File: config.mk
export PLATFORM = sky130hd
export DESIGN_NAME = lsu_dbus_ctrl
export DESIGN_NICKNAME = d
export VERILOG_FILES = /design/src/rtl/lsu_dbus_ctrl_pkg.sv /design/src/rtl/lsu_dbus_ctrl_load_align.sv /design/src/rtl/lsu_dbus_ctrl.sv
export SDC_FILE = /design/constraint.sdc
export NUM_CORES = 1
export LEC_CHECK = 0
export ABC_AREA = 1
export ABC_CLOCK_PERIOD_IN_PS = 4050
export CORE_MARGIN = 2
export CORE_UTILIZATION = 35
export DETAILED_ROUTE_END_ITERATION = 8
export GPL_TIMING_DRIVEN = 0
export MAX_ROUTING_LAYER = met4
export PLACE_DENSITY_LB_ADDON = 0.25
export SLEW_MARGIN = 15
export SYNTH_ARGS = -nofsm -noshare
export SYNTH_HDL_FRONTEND = slang
export SYNTH_HIERARCHICAL = 1
export SYNTH_SLANG_ARGS = --single-unit
File: constraint.sdc
create_clock -name clk_i -period 4.05 [get_ports clk_i]
set_clock_uncertainty 0.15 [all_clocks]
set_input_delay 0.6075 -clock clk_i [delete_from_list [all_inputs] [get_ports clk_i]]
set_output_delay 0.6075 -clock clk_i [all_outputs]
set_load 0.01 [all_outputs]
File: src/rtl/lsu_dbus_ctrl_pkg.sv
// Shared types and constants for the LSU data-bus controller.
// The request payload, the tag bit position in capability store data,
// and the access size encodings live here.
package lsu_dbus_ctrl_pkg;

    // Bit position of the capability tag inside lsu_req_info_t.wdata
    localparam int MEM_TAG = 64;

    // data_type encodings
    localparam logic [1:0] DT_BYTE = 2'b00;
    localparam logic [1:0] DT_HALF = 2'b01;
    localparam logic [1:0] DT_WORD = 2'b10;
    localparam logic [1:0] DT_CAP  = 2'b11;

    typedef struct packed {
        logic [31:0] addr;
        logic        is_load;
        logic        is_cap;
        logic [1:0]  data_type;
        logic        sign_ext;
        logic [64:0] wdata;           // {tag, hi word, lo word}
        logic        cheri_err;
        logic        align_err_only;
        logic [4:0]  cheri_cause;
    } lsu_req_info_t;

    // Byte lanes touched by an access of the given size at the given offset
    function automatic logic [3:0] be_decode(logic [1:0] data_type, logic [1:0] offset);
        logic [3:0] be;
        case (data_type)
            DT_BYTE: be = 4'(4'b0001 << offset);
            DT_HALF: be = 4'(4'b0011 << offset);
            default: be = 4'hF;
        endcase
        return be;
    endfunction

endpackage

File: src/rtl/lsu_dbus_ctrl_load_align.sv
// lsu_load_align: purely combinational load data alignment.
// Moves the addressed byte/half down to bit 0 and sign- or zero-extends it;
// word and capability accesses pass the bus word through unchanged.
module lsu_load_align
    import lsu_dbus_ctrl_pkg::*;
(
    input  logic [31:0] rdata,
    input  logic [1:0]  offset,
    input  logic [1:0]  data_type,
    input  logic        sign_ext,
    output logic [31:0] result
);

    logic [31:0] shifted;

    // Shift addressed lanes to the bottom, then extend to 32 bits
    always_comb begin
        shifted = rdata >> {offset, 3'b000};
        case (data_type)
            DT_BYTE: result = {{24{sign_ext & shifted[7]}}, shifted[7:0]};
            DT_HALF: result = {{16{sign_ext & shifted[15]}}, shifted[15:0]};
            default: result = shifted;
        endcase
    end

endmodule

File: src/rtl/lsu_dbus_ctrl.sv
// lsu_dbus_ctrl: turns one LSU request at a time into bus transactions.
// Faulting requests complete without touching the bus. Capability accesses
// take two word beats (lo at the aligned address, hi at +4) when the build
// defines CHERIOT_LSU_CAP_EN; otherwise every access is a single beat.
// Only one bus transaction is ever outstanding.
module lsu_dbus_ctrl
    import lsu_dbus_ctrl_pkg::*;
(
    input  logic          clk_i,
    input  logic          rst_i,
    input  logic          lsu_req_i,
    input  lsu_req_info_t lsu_req_info_i,
    output logic          lsu_req_done_o,
    output logic          data_req_o,
    input  logic          data_gnt_i,
    output logic [31:0]   data_addr_o,
    output logic          data_we_o,
    output logic [3:0]    data_be_o,
    output logic [32:0]   data_wdata_o,
    input  logic          data_rvalid_i,
    input  logic [32:0]   data_rdata_i,
    input  logic          data_err_i,
    output logic          resp_valid_o,
    output logic [64:0]   resp_rdata_o,
    output logic          resp_err_o,
    output logic          resp_cheri_err_o,
    output logic [4:0]    resp_cheri_cause_o
);

    typedef enum logic [2:0] {
        IDLE,
        ADDR0,
        DATA0,
        ADDR1,
        DATA1,
        FAULT
    } state_t;

    state_t        state_q, state_d;
    lsu_req_info_t info_q;
    logic [31:0]   lo_q;          // low word of a capability load
    logic          tag_q;         // tag seen on beat 0
    logic          beat0_latch;
    logic          cap_access;
    logic [31:0]   base_addr;
    logic [31:0]   align_result;
    logic [64:0]   load_rdata;

`ifdef CHERIOT_LSU_CAP_EN
    assign cap_access = info_q.is_cap;
`else
    // Capability fields are carried in the payload but never acted on
    logic unused_cap;
    assign unused_cap = ^{info_q.is_cap, info_q.wdata[64:32]};
    assign cap_access = 1'b0;
`endif

    assign base_addr = {info_q.addr[31:2], 2'b00};

    lsu_load_align u_load_align (
        .rdata     (data_rdata_i[31:0]),
        .offset    (info_q.addr[1:0]),
        .data_type (info_q.data_type),
        .sign_ext  (info_q.sign_ext),
        .result    (align_result)
    );

    // Bus address/control: stable for the whole life of a request
    always_comb begin
        data_addr_o = (state_q == ADDR1) ? base_addr + 32'd4 : base_addr;
        data_we_o   = ~info_q.is_load;
        data_be_o   = be_decode(info_q.data_type, info_q.addr[1:0]);
        if (cap_access)
            data_wdata_o = {info_q.wdata[MEM_TAG],
                            (state_q == ADDR1) ? info_q.wdata[63:32] : info_q.wdata[31:0]};
        else
            data_wdata_o = {1'b0, 32'(info_q.wdata[31:0] << {info_q.addr[1:0], 3'b000})};
    end

    // State, captured request and beat-0 capture
    always_ff @(posedge clk_i) begin
        if (rst_i) begin
            state_q <= IDLE;
            info_q  <= '0;
            lo_q    <= '0;
            tag_q   <= 1'b0;
        end else begin
            state_q <= state_d;
            if (lsu_req_done_o)
                info_q <= lsu_req_info_i;
            if (beat0_latch) begin
                lo_q  <= data_rdata_i[31:0];
                tag_q <= data_rdata_i[32];
            end
        end
    end

    // Next state, handshakes and completion response
    always_comb begin
        state_d            = state_q;
        lsu_req_done_o     = 1'b0;
        data_req_o         = 1'b0;
        beat0_latch        = 1'b0;
        resp_valid_o       = 1'b0;
        resp_err_o         = 1'b0;
        resp_cheri_err_o   = 1'b0;
        resp_cheri_cause_o = '0;
        load_rdata         = '0;

        case (state_q)
            IDLE: begin
                lsu_req_done_o = lsu_req_i;
                if (lsu_req_i)
                    state_d = (lsu_req_info_i.cheri_err || lsu_req_info_i.align_err_only)
                              ? FAULT : ADDR0;
            end
            ADDR0: begin
                data_req_o = 1'b1;
                if (data_gnt_i)
                    state_d = DATA0;
            end
            DATA0: begin
                if (data_rvalid_i) begin
                    if (data_err_i) begin
                        resp_valid_o = 1'b1;
                        resp_err_o   = 1'b1;
                        load_rdata   = {33'b0, align_result};
                        state_d      = IDLE;
                    end else if (cap_access) begin
                        beat0_latch = 1'b1;
                        state_d     = ADDR1;
                    end else begin
                        resp_valid_o = 1'b1;
                        load_rdata   = {33'b0, align_result};
                        state_d      = IDLE;
                    end
                end
            end
            ADDR1: begin
                data_req_o = 1'b1;
                if (data_gnt_i)
                    state_d = DATA1;
            end
            DATA1: begin
                if (data_rvalid_i) begin
                    resp_valid_o = 1'b1;
                    resp_err_o   = data_err_i;
                    load_rdata   = {tag_q & data_rdata_i[32] & ~data_err_i,
                                    data_rdata_i[31:0], lo_q};
                    state_d      = IDLE;
                end
            end
            FAULT: begin
                resp_valid_o       = 1'b1;
                resp_cheri_err_o   = 1'b1;
                resp_cheri_cause_o = info_q.cheri_cause;
                state_d            = IDLE;
            end
            default: state_d = IDLE;
        endcase

        // Stores return no data
        resp_rdata_o = (resp_valid_o && info_q.is_load) ? load_rdata : '0;
    end

endmodule

==> reports/metrics.csv <==
stage,metric,value,unit
power,power density over the cells,508,nW/µm²
route,Antenna Violating Nets Remaining,0,
synthesis,cell with the most instances after synthesis,sky130_fd_sc_hd__nand2_1,
clock_network,root buffer cell,sky130_fd_sc_hd__clkbuf_16,
worst_hold_path,Hold Path Class,reg2reg,
critical_path,family of cells with the greatest summed delay on the critical path,buffers and inverters,
clock_network,Bufs on Longest Clock Path,2,
critical_path,crit path buf inv count,4,
grt,antenna violations before repair,0,
clock_network,number of buffers created by CTS,9,
synthesis,number of standard cells after synthesis,935,
floorplan,floorplan die area,17100,µm²
place,port buffer count,252,
floorplan,placeable core region,15800,µm²
power,"IR drop worst, VDD",0.295,mV
place,routability congestion estimate,0.937,
layout,core utilization of the finished layout,55.1,%
critical_path,largest driver fanout on the critical path,10,
timing,upper clock frequency limit,287,MHz
clock_network,H-tree lvl count,3,
floorplan,total number of placement rows,46,
job,Max-cap violations,0,
critical_path,R2R setup slack,2.24,ns
floorplan,chip width,131,µm
critical_path,arrival time reported for the critical path endpoint,2.73,ns
layout,layout cells sized above 1,9.20,%
route,met3 routed WL,1590,µm
layout,Final nets,1350,
power,static leakage power,3.37,nW
clock_network,clock latency at the later pin of the worst-skew pair,0.33,ns
critical_path,Worst EP required,3.29,ns
critical_path,WS Path Type,in2out,
route,routed wire length per instance,14.6,µm
route,drt first pass iters,6,
timing,max-slew violation total from the final report,0,
timing,final hold vios,0,
layout,count of filler cells inserted in the layout,1609,
synthesis,yosys warns,6,
route,number of DRC markers in iteration 0,558,
floorplan,y dimension of the die,131,µm
clock_network,sink count of the clock tree,76,
layout,antenna cell count,0,
synthesis,cell types with the largest area share after synthesis,"sky130_fd_sc_hd__dfxtp_1, sky130_fd_sc_hd__nand2_1, sky130_fd_sc_hd__a21oi_1",
synthesis,share of synthesized area occupied by flip-flops and latches,27.0,%
synthesis,"FF+latch count, synth",76,
synthesis,post-synth top area share,27.0,%
synthesis,Post-Synthesis Mean Instance Area,6.02,µm²
clock_network,CTS tree,done,
timing,setup TNS,0,ns
route,number of vias per cell,4.86,
timing,Worst-Margin Slew,0.599,ns
route,top routing layer in use,met4,
timing,final hold slack,0.309,ns
critical_path,type of element capturing the critical path,output pin,
synthesis,Post-synth top flop,sky130_fd_sc_hd__dfxtp_1,
grt,GRT Total Usage,24.6,%
outcome,result of the run,completed,
route,routed via count,6907,
clock_network,post_cts resized,0,
clock_network,hold-fix buffer count after cts,0,
critical_path,CP max stage delay,0.55,ns
floorplan,Initial Util,35.6,%
critical_path,cells along the critical path,"clkdlybuf4s50_1, inv_1, nor2_1, buf_2, nand2_1, nor2_1, clkdlybuf4s50_1",
grt,maximum number of pins on one net before global-route repair,14,
grt,first-pass GRT wire length,31900,µm
clock_network,buffers inserted by post-CTS timing repair,0,
clock_network,clock-pin slew of the registers on the worst-case setup and hold paths,0.06,ns
synthesis,netlist area before placement,5630,µm²
timing,unrepaired setup endpoints after global routing,no,
route,Met2 Routed Length,9760,µm
route,length of routed wiring on met1,8850,µm
timing,Setup-failing EPs final,0,
layout,footprint of the flip-flops and latches,1520,µm²
synthesis,leading post-synthesis cells by instance count,"sky130_fd_sc_hd__nand2_1, sky130_fd_sc_hd__nor2_1, sky130_fd_sc_hd__inv_1",
grt,vias in the first global route,6440,
synthesis,cell taking the most area after synthesis,sky130_fd_sc_hd__dfxtp_1,
critical_path,worst-path cell with the longest stage delay,sky130_fd_sc_hd__clkdlybuf4s50_1,
grt,global route overflow,0,
place,final HPWL from detailed placement,17000,µm
route,routed wire length,20800,µm
timing,part of the cycle the worst path needs,86.1,%
timing,Period minus WS final,3.49,ns
critical_path,startpoint type of the worst setup path,input port,
route,DRC violations left,0,
layout,layout-stage area growth over the synthesis result,54.7,%
synthesis,post-synth cell types,35,
synthesis,"EDFF count, synth",0,
synthesis,"Async S/R FF share, synth",0,%
floorplan,IO Pins,293,
layout,multi-input combinational cell area,3360,µm²
timing,slew margin rel.,59.9,%
==> power by group <==
group	total [W]	switching, W	internal [W]
registers	0.00119	0.000193	0.000993
clock network	0.000759	0.000326	0.000433
logic	0.00248	0.00141	0.00107
total	0.00443	0.00193	0.00250
==> per-stage QoR <==
stage | area, µm² | instances | worst slack (ns) | power, W
after floorplan | 5640 | 938 | 1.83 | 0.00258
after global placement | 8440 | 1406 | 0.553 | 0.00367
after detailed placement | 8440 | 1406 | 0.543 | 0.00369
after CTS | 8720 | 1422 | 0.538 | 0.00446
after global routing | 8720 | 1422 | 0.383 | 0.00477
final | 8720 | 1422 | 0.564 | 0.00443
==> final timing paths <==
check,endpoint,cells past startpoint,startpoint
worst max-delay path,resp_rdata_o[36],7,data_rvalid_i
worst min-delay path,info_q[2]$_SDFFE_PP0P_,2,info_q[2]$_SDFFE_PP0P_
worst max register to register,base_addr[13]$_SDFFE_PP0P_,6,state_q[1]$_SDFFE_PP0P_
worst min register to register,info_q[2]$_SDFFE_PP0P_,2,info_q[2]$_SDFFE_PP0P_
==> worst register-to-register path: cells and delay by family (launching register included) <==
| kind | cells | cell delay [ns] |
|---|---|---|
| simple gates | 3 | 0.41 |
| compound gates | 1 | 0.07 |
| flops | 1 | 0.47 |
| buf+inv | 2 | 0.58 |
==> metal layers <==
layer  GRT usage (%)  up-vias
li1                -     3512
met1            29.7     3065
met2            41.8      292
met3            3.58       38
met4            8.82        0
met5               -        -
==> registers in the layout (all words and copies together), names as in the netlist <==
name / flops
base_addr: 30
info_q: 43
state_q: 3
==> kinds of logic (layout without fill, tap and decap cells) <==
group                      after synthesis  in the layout  synth area share, %
AOI/OAI and AO/OA                      190            190                 18.1
xor gates and xnor gates                19             19                 2.95
adders and majority gates                1              1                0.222
buffers and inverters                  161            429                 13.5
DFF                                     76             76                 27.0
other                                    1              4               0.0666
and+or+nand+nor                        487            487                 38.1
==> cell usage in the layout, fill, tap and decap left out, drive strengths merged <==
cell           synthesis  routed
nand4                  9       9
buf                   44      44
o211ai                 1       1
conb                   1       4
nand2                267     267
clkdlybuf4s50          0     252
ha                     1       1
xor2                  19      19
dfxtp                 76      76
o21ai                 81      81
nor2                 141     141
a21oi                 90      90
clkbuf                15      26
nand3                 61      61
a22oi                 10      10
nand3b                 3       3
and2                   1       1
clkinv                 3       4
clkinvlp               0       3
nor3                   5       5
o221ai                 8       8
inv                   99     100
==> cell type report <==
cell class,count,share of cell area [%]
multi-input cells,701,38.6
repair buffers,252,28.9
flip-flops and latches,76,17.5
inverters,102,4.39
plain buffers,59,4.34
well taps,216,3.10
clock buffers,11,2.78
clock inverters,5,0.416
Power figures use the tool's default switching activity.
